**src/rtl/mult_div.sv**
```systemverilog
// rtl/mult_div.sv - multi-cycle MULT/MULTU/DIV/DIVU unit returning {HI, LO}

module mult_div (
    input  logic        clk,
    input  logic        rst,
    input  logic [5:0]  funct,
    input  logic [31:0] operand_1,
    input  logic [31:0] operand_2,
    input  logic        stall,
    input  logic        flush,
    output logic        done,
    output logic [63:0] result
);

    localparam logic [5:0] FUNCT_MULT  = 6'b011000;
    localparam logic [5:0] FUNCT_MULTU = 6'b011001;
    localparam logic [5:0] FUNCT_DIV   = 6'b011010;
    localparam logic [5:0] FUNCT_DIVU  = 6'b011011;

    typedef enum logic [1:0] {
        IDLE = 2'd0,
        BUSY = 2'd1,
        DONE = 2'd2
    } state_t;

    state_t      state_q, state_d;
    logic [5:0]  cnt_q, cnt_d;
    logic        is_div_q, is_div_d;
    logic        neg_quo_q, neg_quo_d;
    logic        neg_rem_q, neg_rem_d;
    logic [31:0] mcand_q, mcand_d;
    logic [63:0] prod_q, prod_d;
    logic [32:0] rem_q, rem_d;
    logic [63:0] result_q, result_d;

    // Request decode; magnitudes of 0x80000000 read as unsigned 2^31.
    logic        req_div, req_signed, req_md, start, div_zero, last_iter;
    logic [31:0] abs_1, abs_2;

    assign req_div    = (funct == FUNCT_DIV) || (funct == FUNCT_DIVU);
    assign req_signed = (funct == FUNCT_MULT) || (funct == FUNCT_DIV);
    assign req_md     = req_div || (funct == FUNCT_MULT) || (funct == FUNCT_MULTU);
    assign start      = req_md && !flush;
    assign div_zero   = req_div && (operand_2 == 32'd0);
    assign abs_1      = (req_signed && operand_1[31]) ? -operand_1 : operand_1;
    assign abs_2      = (req_signed && operand_2[31]) ? -operand_2 : operand_2;
    assign last_iter  = (cnt_q == 6'd31);

    // One shift-add multiply step: conditional add into the high half, then shift right.
    logic [32:0] mul_sum;
    logic [63:0] mul_next, mul_final;

    assign mul_sum   = {1'b0, prod_q[63:32]} + (prod_q[0] ? {1'b0, mcand_q} : 33'd0);
    assign mul_next  = {mul_sum, prod_q[31:1]};
    assign mul_final = neg_quo_q ? -mul_next : mul_next;

    // One restoring divide step: shift {rem, quo} left, keep the trial difference if it fits.
    logic [32:0] div_shift, div_diff, div_rem_next;
    logic        div_ok;
    logic [31:0] div_quo_next, quo_final, rem_final;

    assign div_shift    = {rem_q[31:0], prod_q[31]};
    assign div_ok       = rem_q[32] || (div_shift >= {1'b0, mcand_q});
    assign div_diff     = div_shift - {1'b0, mcand_q};
    assign div_rem_next = div_ok ? div_diff : div_shift;
    assign div_quo_next = {prod_q[30:0], div_ok};
    assign quo_final    = neg_quo_q ? -div_quo_next : div_quo_next;
    assign rem_final    = neg_rem_q ? -div_rem_next[31:0] : div_rem_next[31:0];

    // State and datapath registers with asynchronous active-low reset.
    always_ff @(posedge clk or negedge rst) begin
        if (!rst) begin
            state_q   <= IDLE;
            cnt_q     <= 6'd0;
            is_div_q  <= 1'b0;
            neg_quo_q <= 1'b0;
            neg_rem_q <= 1'b0;
            mcand_q   <= 32'd0;
            prod_q    <= 64'd0;
            rem_q     <= 33'd0;
            result_q  <= 64'd0;
        end else begin
            state_q   <= state_d;
            cnt_q     <= cnt_d;
            is_div_q  <= is_div_d;
            neg_quo_q <= neg_quo_d;
            neg_rem_q <= neg_rem_d;
            mcand_q   <= mcand_d;
            prod_q    <= prod_d;
            rem_q     <= rem_d;
            result_q  <= result_d;
        end
    end

    // Next-state logic; flush wins over stall and over a new start.
    always_comb begin
        state_d = state_q;
        case (state_q)
            IDLE: begin
                if (start) begin
                    state_d = div_zero ? DONE : BUSY;
                end
            end
            BUSY: begin
                if (flush) begin
                    state_d = IDLE;
                end else if (last_iter) begin
                    state_d = DONE;
                end
            end
            DONE: begin
                if (flush || !stall) begin
                    state_d = IDLE;
                end
            end
            default: state_d = IDLE;
        endcase
    end

    // Output decode: done is high for every cycle spent in DONE.
    always_comb begin
        done = (state_q == DONE);
    end

    // Datapath updates: operand capture in IDLE, one iteration per BUSY cycle, result on the last.
    always_comb begin
        cnt_d     = cnt_q;
        is_div_d  = is_div_q;
        neg_quo_d = neg_quo_q;
        neg_rem_d = neg_rem_q;
        mcand_d   = mcand_q;
        prod_d    = prod_q;
        rem_d     = rem_q;
        result_d  = result_q;
        if (state_q == IDLE && start) begin
            cnt_d     = 6'd0;
            is_div_d  = req_div;
            neg_quo_d = req_signed && (operand_1[31] ^ operand_2[31]);
            neg_rem_d = (funct == FUNCT_DIV) && operand_1[31];
            rem_d     = 33'd0;
            if (req_div) begin
                mcand_d = abs_2;
                prod_d  = {32'd0, abs_1};
            end else begin
                mcand_d = abs_1;
                prod_d  = {32'd0, abs_2};
            end
            if (div_zero) begin
                result_d = {operand_1, 32'hFFFF_FFFF};
            end
        end else if (state_q == BUSY && !flush) begin
            cnt_d = cnt_q + 6'd1;
            if (is_div_q) begin
                rem_d  = div_rem_next;
                prod_d = {32'd0, div_quo_next};
            end else begin
                prod_d = mul_next;
            end
            if (last_iter) begin
                result_d = is_div_q ? {rem_final, quo_final} : mul_final;
            end
        end
    end

    assign result = result_q;

endmodule

```
**config.mk**
```make
export PLATFORM = sky130hd
export DESIGN_NAME = mult_div
export DESIGN_NICKNAME = d
export VERILOG_FILES = /design/src/rtl/mult_div.sv
export SDC_FILE = /design/constraint.sdc
export NUM_CORES = 1
export LEC_CHECK = 0
export ABC_AREA = 0
export CAP_MARGIN = 40
export CORE_UTILIZATION = 30
export DETAILED_ROUTE_END_ITERATION = 6
export HOLD_SLACK_MARGIN = 0.02
export PLACE_DENSITY = 0.48
export SYNTH_ARGS = -nofsm -noshare
export SYNTH_HDL_FRONTEND = slang
export SYNTH_SLANG_ARGS = --single-unit
```
**constraint.sdc**
```tcl
create_clock -name clk -period 4.8 [get_ports clk]
set_clock_uncertainty 0.15 [all_clocks]
set_input_delay 0.72 -clock clk [delete_from_list [all_inputs] [get_ports clk]]
set_output_delay 0.72 -clock clk [all_outputs]
set_load 0.01 [all_outputs]
```
# [Word level (Yosys, flattened, before mapping)]
# Index checks and enable logic that the tools add are counted.
[totals] register_bits=204 in_bits=74
[op_classes] n_addsub=8 n_lt_le_gt_ge=1 n_eq_ne=11 n_mux=28 n_bitwise=1 reduce_logical=24
[op_table] operator="$mux 64" n=9
[op_table] operator="$mux 32" n=7
[op_table] operator="$mux 33" n=4
[op_table] operator="$neg 32->32" n=4
[op_table] operator="$neg 64->64" n=1
[op_table] operator="$add 32x32->33" n=1
[op_table] operator="$ge 33x32->1" n=1
[op_table] operator="$sub 33x32->33" n=1
[op_table] operator="$logic_not 32->1" n=1
[op_table] operator="$eq 6x5->1 const B" n=5
[op_table] operator="$mux 6" n=2
[op_table] operator="$mux 2" n=5
[op_table] operator="$logic_and 1x1->1" n=8
[op_table] operator="$add 6x1->6 const B" n=1
[op_table] operator="$logic_or 1x1->1" n=6
[op_table] operator="$pmux 2 s3" n=1
[op_table] operator="$reduce_and 3->1" n=2
[op_table] operator="$reduce_bool 2->1" n=3
[op_table] operator="$ne 2x2->1 const B" n=2
[op_table] operator="$ne 3x3->1 const B" n=1
[op_table] operator="$eq 2x1->1 const B" n=1
[op_table] operator="$eq 2x2->1 const B" n=1
[op_table] operator="$logic_not 1->1" n=2
[op_table] operator="$logic_not 2->1" n=1
[op_table] operator="3 further kinds" n=3

# [Longest topological paths before layout]
# Gate-level depths: netlist of run 1.
[depth] ltp_word=9 ltp_mapped=21 ltp_nobuf=18

# [Worst setup path before layout of run 1]
# OpenSTA, ideal clock, no wires.
[synth_path] path_type="register to register" start="reg rem_q[5]" end="reg result_q[56], in the netlist result[56]" setup_time_ns=0.136 arrival_time_ns=4.393 t_required_ns=4.514 slack_ns=0.121 path_stages_with_launch=21 n_path_buf=4 synth_period_minus_slack_ns=4.679 path_cell_list="dfrtp_1 -> ha_1 -> clkbuf_1 -> nand3_1 -> a2111oi_1 -> o211ai_1 -> o211a_1 -> a31oi_1 -> buf_2 -> buf_2 -> buf_2 -> mux2i_1 -> ha_1 -> inv_1 -> nor3_1 -> a41oi_1 -> o41ai_1 -> xnor2_1 -> nand2_1 -> o21ai_0 -> a21oi_1"
[synth_via] elab_chain_len=9 word_cells_on_any_way=10 classes_between="add/sub (2); order compare (1); mux (6); reduce/logical (1)"
[synth_lines] element="start: declaration" line="33" rtl="logic [32:0] rem_q, rem_d;"
[synth_lines] element="start signal: assignment" line="90" rtl="rem_q <= rem_d;"
[synth_lines] element="$ge 33x32->1" line="63" rtl="assign div_ok = rem_q[32] || (div_shift >= {1'b0, mcand_q});"
[synth_lines] element="$logic_or 1x1->1" line="63"
[synth_lines] element="$mux 33 *" line="65" rtl="assign div_rem_next = div_ok ? div_diff : div_shift;"
[synth_lines] element="$neg 32->32" line="68" rtl="assign rem_final = neg_rem_q ? -div_rem_next[31:0] : div_rem_next[31:0];"
[synth_lines] element="$mux 32 *" line="68"
[synth_lines] element="$mux 64 *" line="160" rtl="result_d = is_div_q ? {rem_final, quo_final} : mul_final;"
[synth_lines] element="$mux 64 *" line="159" rtl="if (last_iter) begin"
[synth_lines] element="$mux 64 *" line="151" rtl="end else if (state_q == BUSY && !flush) begin"
[synth_lines] element="$mux 64 *" line="135" rtl="if (state_q == IDLE && start) begin"
[synth_lines] element="end signal: assignment" line="91" rtl="result_q <= result_d;"
[synth_lines] element="end: declaration" line="34" rtl="logic [63:0] result_q, result_d;"
# Every way passes the cells marked *; elsewhere a longest branch is shown, timed or not. The select of a mux whose other input is x is not followed.
# A chain may end at the register's enable or synchronous reset.

# [Worst setup path in the final report of run 1]
[layout_path] start="reg prod_q[0]" end="reg result_q[50], in the netlist result[50]"
[layout_via] elab_chain_len=8
[layout_lines] element="start: declaration" line="32" rtl="logic [63:0] prod_q, prod_d;"
[layout_lines] element="start signal: assignment" line="89" rtl="prod_q <= prod_d;"
[layout_lines] element="$mux 32 *" line="53" rtl="assign mul_sum = {1'b0, prod_q[63:32]} + (prod_q[0] ? {1'b0, mcand_q} : 33'd0);"
[layout_lines] element="$add 32x32->33 *" line="53"
[layout_lines] element="$neg 64->64" line="55" rtl="assign mul_final = neg_quo_q ? -mul_next : mul_next;"
[layout_lines] element="$mux 64 *" line="55"
[layout_lines] element="$mux 64 *" line="160"
[layout_lines] element="$mux 64 *" line="159"
[layout_lines] element="$mux 64 *" line="151"
[layout_lines] element="$mux 64 *" line="135"
# Marks and branches as above.

==> results of run 1 <==
sequential cells by signal, summed over array words and instances (netlist names):
signal and flops:
neg_rem_q 1, cnt_q 6, rem_q 33, prod_q 64, neg_quo_q 1, mcand_q 32
result 64, is_div_q 1, state_q 2
logic make-up after synthesis:
kind of cell	share of synthesized area [%]
AND/OR/NAND/NOR	21.0
AO/OA/AOI/OAI	27.5
buffers and inverters	5.08
XOR/XNOR	10.5
flip-flops	27.8
adder cells (fa/ha/maj)	4.99
multiplexers	3.21
metrics by stage:
| stage | utilization, % | cells | total power [mW] | TNS, ns | cell area [um2] |
|---|---|---|---|---|---|
| finish | 37.0 | 3389 | 8.44 | 0 | 22300 |
| global route | 37.0 | 3389 | 8.95 | -0.00835 | 22300 |
| CTS | 36.9 | 3389 | 8.43 | 0 | 22300 |
| detailed placement | 35.5 | 3342 | 6.39 | 0 | 21400 |
| floorplan | - | 2422 | 4.85 | 0 | 18300 |
| global placement | 35.4 | 3338 | 6.39 | 0 | 21400 |
power groups by stage:
stage               registers (mW)  clock network, mW  logic, mW
detailed placement            2.22                  0       4.17
global placement              2.22                  0       4.17
finish                        2.20               2.00       4.24
CTS                           2.19               2.04       4.20
global route                  2.23               2.09       4.63
floorplan                     2.06                  0       2.79
metal layers:
metal	GRT usage (%)	share of wire (%)
met1	33.6	45
met2	42.4	48
met3	2.33	4.6
met5	0	0
met4	6.54	2.4
placed cells by master (no fill, tap or decap), drive strengths merged, types with 25 or more instances in the layout:
cell           synthesis  layout
buf                   25     168
o211ai                59      59
xor2                 108     108
inv                   76      76
nor2                 260     260
a211oi                25      25
nand2                284     284
mux2i                 52      52
o21ai                247     247
clkdlybuf4s50          0     136
clkbuf               141      35
or3                   46      46
xnor2                111     111
a21o                  31      31
a21oi                221     221
nor3                  47      47
nand3                 34      34
ha                    70      70
o31ai                 32      32
dfrtp                204     204
a22o                  26      26
layout make-up:
cell class | instances | area share (%)
multi-input combinational | 1975 | 55.4
inverter | 77 | 1.30
timing repair buffer | 304 | 12.2
tap | 782 | 4.38
clock buffer | 35 | 3.34
clock inverter | 12 | 0.443
sequential | 204 | 22.9
critical path, cell delays in order (launching register included):
cell	delay, ns
dfrtp_1	0.45
inv_1	0.09
buf_4	0.21
nor2_1	0.07
ha_1	0.44
a21oi_1	0.30
o22ai_1	0.14
nor2_1	0.27
o21ai_0	0.25
buf_4	0.22
xnor2_1	0.34
o2111a_1	0.34
nand2b_1	0.17
nor4_4	0.20
buf_4	0.21
a21oi_2	0.07
xor2_1	0.15
a222oi_1	0.30
o21ai_1	0.10
worst paths after layout:
kind / startpoint / end / slack [ns] / cells after the start
worst max register to register: prod_q[0] / result[50] / 0.22 / 18
worst min register to register: rem_q[32] / rem_q[32] / 0.33 / 2
max in group asynchronous: rst / is_div_q / 3.20 / 2
worst max-delay path: prod_q[0] / result[50] / 0.22 / 18
min in group clk: rem_q[32] / rem_q[32] / 0.33 / 2
worst min-delay path: rst / state_q[1] / 0.02 / 1
==> reports/results.ini, run 1 <==
[run_status]
outcome = completed

[critical_path]
crit_fanout = 13
end_kind = register
required_ns = 5.09
setup.worst_path.start_class = register
timing_worst_setup_path_type = register to register
arrival_ns = 4.87

[synth]
ys_types = 88
synth_common_cells = nand2_1 (284), nor2_1 (260), o21ai_0 (235)
ys_seq_elements = 204
syn_area_um2 = 18300
syn-num-nets = 2568
synth_edf_count = 0
syn_inst = 2422
synth_top_area_share_pct = 27.8
yosysWarnings = 0
synth_top_cell_by_area = dfrtp_1
seq_area_frac_synth_pct = 27.8
synth.most_common_cell = nand2_1
synth_area_leaders = dfrtp_1 (28%), o21ai_0 (6.4%), a21oi_1 (6.0%)
syn_area_per_cell_um2 = 7.57
ys.flop_type = dfrtp_1
async_flop_share_pct = 100

[layout]
multi_input_area_um2 = 12400
fill_cells = 6302
synthToLayoutAreaGrowth_pct = 21.7
seq_area_um2 = 5110
drive_gt1_share_pct = 10.1
antenna_cells = 0
num-nets-final = 2734

[route]
via_per_inst = 5.59
route.detailed.drc = 0
postRouteAntennaNets = 0
wire_per_inst_um = 23.4
drt_pass1_iterations = 6
num_vias = 18951
drt_iter0_drc = 1365
wl_um = 79300

[clock_network]
postCtsSetupBuffers = 0
clk_pin_slew_ns = 0.06
cts-htree-levels = 1
hold_buffers = 0
clkLatencyLatePin_ns = 0.56
cts_tree = yes
cts_root_buf = clkbuf_16
cts_resized = 0
clk_path_buf_depth = 3
cts_buffers = 26
cts.sink_count = 204

[timing]
final.period_utilization_pct = 95.4
fmax_ghz = 0.218
drv_slew = 0
final.min_clock_period_ns = 4.58
hold_viol = 0
hold_slack_ns = 0.0216
worst_slew_pin_slew_ns = 0.965
max-slew-margin-rel_pct = 35.4
setup_viol = 0
fin_ws_ns = 0.221

[floorplan]
die_y_um = 249
io_pins = 139
dieArea_um2 = 62100
rows = 90
die_width_um = 249
start_util_pct = 30.4
core-area_um2 = 60400

[global_route]
track_usage_pct = 24.9
grt_pass1_vias = 18754
grt-ovfl-total = 0
grt_max_degree = 96
grt_pass1_wl_um = 119000
antenna_found_initial = 0

[power]
leakage_nw = 9.45
p_sw_mw = 3.71
p_int_mw = 4.74
p_sw_share_pct = 43.9
worst_ir_drop_vdd_mv = 0.268
p_per_area_nw_per_um2 = 378
p_clk_share_pct = 23.7
pwr-share-seq_pct = 26.1
combinationalPowerShare_pct = 50.2

[job]
cap_viol_max_count = 0

[place]
place_ws_ns = 0.220
place_congestion = 0.944
portBuffers = 138
dp_hpwl_um = 62900

[worst_hold_path]
hp-class = input port to asynchronous set/reset pin

Power figures use the tool's default switching activity.
==> inputs of run 2 (changes only) <==
- CTS_CLUSTER_DIAMETER: unset -> 50
- REMOVE_ABC_BUFFERS: unset -> 1
==> run 2 against run 1 <==
Utilization up 0.13 points. Die area unchanged. Count of clock-buffer cells in the layout up 6. Largest cell class unchanged. Non-clock buffer count down 25. Critical path type unchanged. Largest power group unchanged. Cell count down 0.44%. Sequential power up 3%.
==> reports/results.ini, run 2 (synthesized netlist as in run 1, its figures left out) <==
[clock_network]
cts_buffers = 31  ; +19%
clkLatencyLatePin_ns = 0.58  ; +0.02 ns
cts_tree = yes
clk_path_buf_depth = 3  ; unchanged
hold_buffers = 0  ; unchanged
cts.sink_count = 204  ; unchanged
clk_pin_slew_ns = 0.06  ; about the same
cts-htree-levels = 1  ; unchanged
cts_root_buf = clkbuf_16

[route]
wl_um = 73100  ; -7.7%
wire_per_inst_um = 21.7  ; -7.3%
dr_wl_met2_um = 34800  ; -8.8%
drt_pass1_iterations = 5  ; -1
wl_met1_um = 33000  ; -7.1%
via_per_inst = 5.54  ; -0.85%
drt_iter0_drc = 1198  ; -12%
routed.top_layer = met4
wl_met3_um = 3250  ; -10%
num_vias = 18707  ; -1.3%
postRouteAntennaNets = 0  ; unchanged
route.detailed.drc = 0  ; unchanged

[timing]
max-slew-margin-rel_pct = 38.1  ; +2.7 points
final.min_clock_period_ns = 4.63  ; +0.0466 ns
drv_slew = 0  ; unchanged
rsz0062_at_grt = no
setup_viol = 0  ; unchanged
fmax_ghz = 0.216  ; -1.0%
final.period_utilization_pct = 96.4  ; +0.97 points
hold_viol = 0  ; unchanged
setup_tns_ns = 0  ; unchanged
worst_slew_pin_slew_ns = 0.928  ; -0.0368 ns

[critical_path]
r2r_setup_slack_ns = 0.17  ; -0.05 ns
reg2reg_from = prod_q[0]
setup.worst_path.start_class = register
r2r_cells = 15  ; -3
required_ns = 5.08  ; about the same
crit_path_start = prod_q[0]
crit_fanout = 8  ; -5
end_kind = register
worstReg2RegEnd = result[50]
arrival_ns = 4.91  ; +0.04 ns
timing_worst_setup_path_type = register to register

[floorplan]
start_util_pct = 30.4  ; unchanged
dieArea_um2 = 62100  ; unchanged
die_width_um = 249  ; unchanged
rows = 90  ; unchanged
core-area_um2 = 60400  ; unchanged
io_pins = 139  ; unchanged
die_y_um = 249  ; unchanged

[layout]
synthToLayoutAreaGrowth_pct = 22.1
postLayoutCellArea_um2 = 22400  ; +0.35%
finish.utilization_pct = 37.1  ; +0.13 points
layout_commonest_cell = nand2_1
num-nets-final = 2715  ; -0.69%
antenna_cells = 0  ; unchanged
drive_gt1_share_pct = 9.95  ; -0.13 points
finalNonFillerCells = 3374  ; -0.44%
fill_cells = 6277  ; -0.40%
final_cell_mix = nand2_1 (283), nor2_1 (257), o21ai_0 (232)

[global_route]
grt-ovfl-total = 0  ; unchanged
grt_pass1_wl_um = 111000  ; -6.7%
grt_pass1_vias = 17920  ; -4.4%
antenna_found_initial = 0  ; unchanged
grt_max_degree = 112  ; +17%
track_usage_pct = 22.8  ; -2.1 points

[run_status]
outcome = completed

[place]
place_inst = 3311  ; -0.93%
placed_area_um2 = 21200  ; -1.1%
dp_hpwl_um = 57200  ; -9.1%
place_congestion = 0.979  ; +3.7%
portBuffers = 138  ; unchanged

[power]
leakage_nw = 9.41  ; -0.33%
p_per_area_nw_per_um2 = 387  ; +2.3%
power_mw = 8.67  ; +2.7%
worst_ir_drop_vdd_mv = 0.300  ; +12%

[job]
cap_viol_max_count = 0  ; unchanged

[worst_hold_path]
hp-class = input port to asynchronous set/reset pin

## run 2: how the worst max path moves through the flow
| stage | end |
|---|---|
| global route | result[63] |
| global placement | result[50] |
| finish | result[50] |
| floorplan | result[53] |
| detailed placement | result[62] |
| CTS | result[62] |
## run 2: layer usage
layer  global-route usage [%]  vias up
met3                     1.75       99
met4                     7.05        0
met5                        0        -
li1                         -     9021
met1                     30.7     9033
met2                     38.8      554
## run 2: critical path, cell delays in order, from the launching register on
cell,delay (ns)
dfrtp_2,0.43
clkinvlp_4,0.21
buf_4,0.19
nor2_1,0.10
ha_1,0.33
or3_1,0.35
a2111oi_0,0.44
a31oi_1,0.13
a21oi_2,0.20
nand3_1,0.19
or3_1,0.48
nor4_4,0.41
a21oi_2,0.10
xor2_1,0.16
a222oi_1,0.50
o21ai_1,0.12
## run 2: timing repair
| item | CTS | global route |
|---|---|---|
| gates resized for setup | 0 | 18 |
| buffers inserted | 0 | 6 |
| setup endpoints to repair | 0 | 13 |
| hold endpoints to repair | 0 | 0 |
## run 2: final cells by class
class | instances | area (um2) | area share, %
flip-flops and latches | 204 | 5110 | 22.8
clock buffers | 41 | 873 | 3.90
multi-input cells | 1975 | 12400 | 55.4
well taps | 782 | 978 | 4.37
repair inverters | 1 | 7.51 | 0.0335
clock inverters | 15 | 184 | 0.821
repair buffers | 279 | 2540 | 11.3
inverters | 77 | 293 | 1.31
## run 2: report_power, final
part	total (mW)	internal (mW)	leakage [nW]	switching (mW)
registers	2.26	1.95	2.73	0.312
clock network	2.36	1.44	0.510	0.917
logic	4.05	1.59	6.18	2.46
## run 2: through the flow
stage	hold WS [ns]	worst slack, ns
floorplan	0.274	-7.16
global placement	0.318	0.0919
detailed placement	0.324	0.0291
CTS	0.101	0.0183
global route	0.116	0.00396
finish	0.0692	0.174
